File: src/rtl/dmem_arbiter.sv
// rtl/dmem_arbiter.sv - two-port data-memory arbiter with a three-state access sequencer
// Optional round-robin arbitration: define DMEM_ARB_RR_EN (default build is fixed priority, port 0 first).
module dmem_arbiter #(
    parameter int ADDR_W = 32,
    parameter int DATA_W = 32
) (
    input  logic              clk,
    input  logic              reset,
    input  logic              req0,
    input  logic              req1,
    input  logic              we0,
    input  logic              we1,
    input  logic [ADDR_W-1:0] addr0,
    input  logic [ADDR_W-1:0] addr1,
    input  logic [DATA_W-1:0] wdata0,
    input  logic [DATA_W-1:0] wdata1,
    output logic              gnt0,
    output logic              gnt1,
    output logic              rvalid0,
    output logic              rvalid1,
    output logic              wack0,
    output logic              wack1,
    output logic [DATA_W-1:0] rdata0,
    output logic [DATA_W-1:0] rdata1,
    output logic [ADDR_W-1:0] mem_address,
    output logic [DATA_W-1:0] mem_dataIn,
    output logic              mem_readmode,
    output logic              mem_writemode,
    input  logic [DATA_W-1:0] mem_dataOut,
    output logic              busy
);

    typedef enum logic [1:0] {IDLE, ACCESS, DONE} state_t;

    state_t state, state_nxt;
    logic   sel;
    logic   op_we;
    logic   pick;
    logic   start;

`ifdef DMEM_ARB_RR_EN
    logic   rr_ptr;

    // Pointer only matters under contention; a lone requester always wins.
    always_comb begin
        pick = (req0 && req1) ? rr_ptr : req1;
    end
`else
    always_comb begin
        pick = !req0;
    end
`endif

    assign start = (state == IDLE) && (req0 || req1);

    always_ff @(posedge clk or posedge reset) begin
        if (reset) begin
            state       <= IDLE;
            sel         <= 1'b0;
            op_we       <= 1'b0;
            mem_address <= '0;
            mem_dataIn  <= '0;
            rdata0      <= '0;
            rdata1      <= '0;
`ifdef DMEM_ARB_RR_EN
            rr_ptr      <= 1'b0;
`endif
        end else begin
            state <= state_nxt;
            if (start) begin
                sel         <= pick;
                op_we       <= pick ? we1 : we0;
                mem_address <= pick ? addr1 : addr0;
                mem_dataIn  <= pick ? wdata1 : wdata0;
`ifdef DMEM_ARB_RR_EN
                rr_ptr      <= ~rr_ptr;
`endif
            end
            if (state == ACCESS && !op_we) begin
                if (sel) begin
                    rdata1 <= mem_dataOut;
                end else begin
                    rdata0 <= mem_dataOut;
                end
            end
        end
    end

    // Strobes exist only in ACCESS so every access gives the memory a fresh rising edge.
    always_comb begin
        state_nxt     = state;
        gnt0          = 1'b0;
        gnt1          = 1'b0;
        rvalid0       = 1'b0;
        rvalid1       = 1'b0;
        wack0         = 1'b0;
        wack1         = 1'b0;
        mem_readmode  = 1'b0;
        mem_writemode = 1'b0;
        busy          = (state != IDLE);
        case (state)
            IDLE: begin
                if (req0 || req1) begin
                    state_nxt = ACCESS;
                end
            end
            ACCESS: begin
                state_nxt     = DONE;
                gnt0          = !sel;
                gnt1          = sel;
                mem_readmode  = !op_we;
                mem_writemode = op_we;
            end
            DONE: begin
                state_nxt = IDLE;
                rvalid0   = !sel && !op_we;
                rvalid1   = sel && !op_we;
                wack0     = !sel && op_we;
                wack1     = sel && op_we;
            end
            default: begin
                state_nxt = IDLE;
            end
        endcase
    end

endmodule

File: config.mk
export PLATFORM = sky130hd
export DESIGN_NAME = dmem_arbiter
export DESIGN_NICKNAME = d
export VERILOG_FILES = /design/src/rtl/dmem_arbiter.sv
export SDC_FILE = /design/constraint.sdc
export NUM_CORES = 1
export LEC_CHECK = 0
export CAP_MARGIN = 40
export CELL_PAD_IN_SITES_DETAIL_PLACEMENT = 1
export CELL_PAD_IN_SITES_GLOBAL_PLACEMENT = 1
export CORE_MARGIN = 2
export CORE_UTILIZATION = 28
export DETAILED_ROUTE_END_ITERATION = 6
export GPL_TIMING_DRIVEN = 0
export PLACE_DENSITY = 0.77
export SYNTH_ARGS = -nofsm -noshare
export SYNTH_HDL_FRONTEND = slang
export SYNTH_SLANG_ARGS = --single-unit
File: constraint.sdc
create_clock -name clk -period 4.31 [get_ports clk]
set_clock_uncertainty 0.1 [all_clocks]
set_input_delay 0.862 -clock clk [delete_from_list [all_inputs] [get_ports clk]]
set_output_delay 0.862 -clock clk [all_outputs]
set_load 0.02 [all_outputs]
# Word level (Yosys, flattened, before mapping)

Cells that the tools add are included.

Equal/unequal tests: 3
Mux-type cells: 13
Bitwise gates (word level): 1
Reductions and logical operators: 14

Operator list:

| operator           | number |
|---|---|
| $mux 32            | 2 |
| $mux 1             | 9 |
| $logic_and 1x1->1  | 6 |
| $pmux 2 s2         | 1 |
| $reduce_and 2->1   | 2 |
| $logic_not 1->1    | 3 |
| $eq 2x1->1 const B | 1 |
| $eq 2x2->1 const B | 1 |
| $logic_not 2->1    | 1 |
| $mux 2             | 1 |
| $ne 2x1->1 const B | 1 |
| $reduce_bool 2->1  | 1 |
| $logic_or 1x1->1   | 1 |
| $not 1->1          | 1 |

Register bits after elaboration: 132
Output and inout port bits: 137

# Longest topological paths before layout

Word-level depth: 3
Gate-level depth with buffers: 5

# Worst setup path before layout

No wires, ideal clock.

Path kind: reg-to-output
From: reg state[0]
To: out rvalid0
Arrival time: 1.138 ns
Data required time: 3.348 ns
Slack: 2.210 ns
Cell stages (with the launch flop): 3
Path buffers: 0
Cell sequence: dfrtp_1 > nor2b_1 > nor3b_1

Word-level cells in the longest chain between the ends: 2

Ends and longest elaborated chain:

| what                   | RTL line | source |
|---|---|---|
| from (decl)            | 35       | `state_t state, state_nxt;` |
| from (signal assigned) | 69       | `state <= state_nxt;` |
| $eq 2x2->1             | 101      | `case (state)` |
| $mux 1                 | 101      |  |
| to (decl)              | 19       | `output logic rvalid0,` |

Every way passes these cells.

# Worst setup path after layout

Ends and elaborated chain as after synthesis.

==> impl_metrics.py <==
metrics = {
    "sta": {
        "setup_violations": 0,
        "tightest_slew_ns": 0.751,
        "totalNegativeSetupSlack_ns": 0,
        "finalMaxSlewViolations": 0,
        "fin_crit_sh_pct": 68.7,
        "worst_slew_margin_rel_pct": 49.8,
        "worst_hold_slack_ns": 0.404,
        "fmaxAchievable_ghz": 0.338,
        "setup_repair_after_global_routing_missed_its_margin": "false",
        "fin_crit_ns": 2.96,
        "postLayoutSetupSlackWorst_ns": 1.35,
        "finalHoldViolations": 0,
    },
    "setup_path": {
        "worstSetupEndpointType": "primary output",
        "ff2ff_path_depth": 5,
        "worst-path-max-fanout": 4,
        "critical_path_cell_count": 3,
        "r2r_slack_ns": 2.46,
        "critical_path.top_delay_family": "buffers and inverters",
        "path_cells": "nor2b_1 -> nor3b_1 -> clkdlybuf4s50_1",
        "worstSetupPathType": "reg2out",
        "crit_path_start": "state[0]",
        "required_ns": 3.35,
        "worst_path_buf_inv": 1,
        "critical-path-max-stage-delay_ns": 0.70,
        "cp-start-kind": "flip-flop",
        "critical_path_arrival_ns": 2.00,
        "r2r-start": "state[0]",
        "cp_slowest_cell": "sky130_fd_sc_hd__clkdlybuf4s50_1",
    },
    "global_routing": {
        "globalRoute.totalOverflow": 0,
        "first_global_vias": 4968,
        "initial_antenna_violation_count": 0,
        "grt_pass1_wl_mm": 28.4,
        "grt_use_total_pct": 16.8,
        "grt_max_degree": 38,
    },
    "die": {
        "standard_cell_rows": 52,
        "boundaryPins": 303,
        "design.die.area_um2": 21800,
        "design.core.area_um2": 20200,
        "die_x_um": 148,
        "initial_core_util_pct": 28.6,
        "height_of_the_die_um": 148,
    },
    "synth": {
        "synth_top_area_share_pct": 57.2,
        "synth_fp_nets": 534,
        "postSynthRegisterBits": 132,
        "ys_top_cells_by_area": "sky130_fd_sc_hd__dfrtp_1 57%, sky130_fd_sc_hd__mux2_2 38%, sky130_fd_sc_hd__buf_4 0.91%, sky130_fd_sc_hd__buf_6 0.78%, sky130_fd_sc_hd__buf_2 0.69%",
        "synth_sequential_area_ratio_pct": 57.2,
        "synthesis.area_per_instance_um2": 15.7,
        "yosys_warnings": 0,
        "synth.lib_cells_used.distinct": 21,
        "postSynthCellCount": 368,
        "post_synth_instance_area_um2": 5780,
        "yosysTopAreaCell": "sky130_fd_sc_hd__dfrtp_1",
    },
    "clock_tree": {
        "clock_tree.buffer_depth": 2,
        "clkLatencyLatePin_ns": 0.41,
        "cts.repair.resized": 0,
        "ctsHtreeMaxLevel": 4,
        "tritoncts": "done",
        "ctsHoldBuffers": 0,
        "cts_setup_buffers": 0,
        "worst_setup_hold_path_clk_slew_ns": 0.06,
        "cts_buffers": 17,
        "cts_sinks": 132,
        "cts_root_buffer": "sky130_fd_sc_hd__clkbuf_16",
    },
    "cells_and_area": {
        "antenna_cells_inserted": 0,
        "area_of_the_multi_input_gates_um2": 2310,
        "final_layout_size_suffix_gt1_share_pct": 36.0,
        "layout.cells.most_common_list": "302 x sky130_fd_sc_hd__clkdlybuf4s50_1, 194 x sky130_fd_sc_hd__mux2_2, 132 x sky130_fd_sc_hd__dfrtp_1, 17 x sky130_fd_sc_hd__clkbuf_16, 8 x sky130_fd_sc_hd__buf_2",
        "final_cell_count_no_fill": 975,
        "utilization_pct": 48.7,
        "final_common_cell": "sky130_fd_sc_hd__clkdlybuf4s50_1",
        "finish.net_count": 858,
        "syn_to_final_growth_pct": 70.4,
        "n_fill_cell": 2023,
        "seqCellArea_um2": 3300,
    },
    "power": {
        "power-per-cell-area_nw_per_um2": 765,
        "irDropWorstVdd_mv": 0.325,
        "power_leakage_nw": 3.99,
    },
    "route": {
        "drt.antenna.violating_nets": 0,
        "drtPass1Iterations": 4,
        "wire_per_inst_um": 18.6,
        "average_vias_per_placed_instance": 4.41,
        "detail_route.wirelength_mm": 18.1,
        "detail_route.iter0.violations": 53,
        "drc": 0,
        "dr_total_vias": 4298,
    },
    "placed_design": {
        "globalplace.congestion": 0.785,
        "place_inst": 943,
        "buffer_ports.inserted": 302,
        "pre_cts_slack_ns": 1.32,
        "hpwl_mm": 14.3,
    },
    "run_status": {
        "status": "finished clean",
    },
    "hold_path": {
        "hold_path_startpoint": "mem_dataIn[20]",
        "holdPathStages": 1,
        "worst_hold_path_type": "reg2reg",
    },
    "job": {
        "drv_cap": 0,
    },
}
==> sequential cells by signal, summed over array words and instances, names as in the netlist <==
signal       count
mem_address     32
sel              1
op_we            1
rdata1          32
rdata0          32
mem_dataIn      32
state            2
==> Yosys cell counts <==
library cell                 n
sky130_fd_sc_hd__mux2_2    194
sky130_fd_sc_hd__dfrtp_1   132
sky130_fd_sc_hd__buf_2       8
sky130_fd_sc_hd__buf_4       7
sky130_fd_sc_hd__buf_6       4
sky130_fd_sc_hd__inv_1       3
sky130_fd_sc_hd__nor2_1      3
sky130_fd_sc_hd__a21oi_1     2
sky130_fd_sc_hd__and2_1      2
sky130_fd_sc_hd__buf_1       2
sky130_fd_sc_hd__and3_1      1
sky130_fd_sc_hd__and3b_1     1
sky130_fd_sc_hd__clkbuf_2    1
sky130_fd_sc_hd__nand2_1     1
sky130_fd_sc_hd__nand2b_4    1
sky130_fd_sc_hd__nor2_2      1
sky130_fd_sc_hd__nor2b_1     1
sky130_fd_sc_hd__nor3_4      1
sky130_fd_sc_hd__nor3b_1     1
sky130_fd_sc_hd__nor3b_4     1
sky130_fd_sc_hd__o21a_1      1
==> cell type report <==
type	instances	share of cell area [%]
clock buffer	17	4.32
multi-input combinational	211	23.5
timing repair buffer	305	31.3
tap	270	3.43
clock inverter	15	2.21
inverter	3	0.152
sequential	132	33.5
buffer	22	1.52
==> final timing paths <==
kind,to
worst min-delay path,mem_dataIn[20]
min in group asynchronous,mem_address[20]
max in group asynchronous,rdata0[29]
worst max-delay path,rvalid0
worst max register to register,mem_address[22]
worst min register to register,mem_dataIn[20]
==> metrics by stage <==
step	area, um^2	power (mW)
after CTS	9850	7.65
final	9850	7.53
after detailed placement	9200	6.03
after global routing	9850	7.93
after floorplan	5780	4.15
after global placement	9140	5.89
==> metal layers <==
layer / wire, um / global-route usage [%] / vias to the layer above
met5: 0 / 0 / -
met4: 469 / 6.25 / 0
met3: 1480 / 5.83 / 27
met2: 9310 / 30.0 / 173
met1: 6860 / 18.5 / 2130
li1: - / - / 1968
==> report_power, final <==
part           leakage [nW]  internal (mW)  switching (mW)
clock                 0.311          0.986           0.591
combinational          2.12           2.01            1.73
sequential             1.56           1.88           0.332
total                  3.99           4.87            2.66
==> logic make-up (layout without fill, tap and decap cells) <==
logic type / Yosys count / after routing / synth area share [%]
compound gates: 3 / 3 / 0.303
simple gates: 14 / 14 / 1.93
flops: 132 / 132 / 57.2
buf+inv: 25 / 362 / 2.79
mux: 194 / 194 / 37.8
No activity file was read; power rests on OpenSTA's default activity.
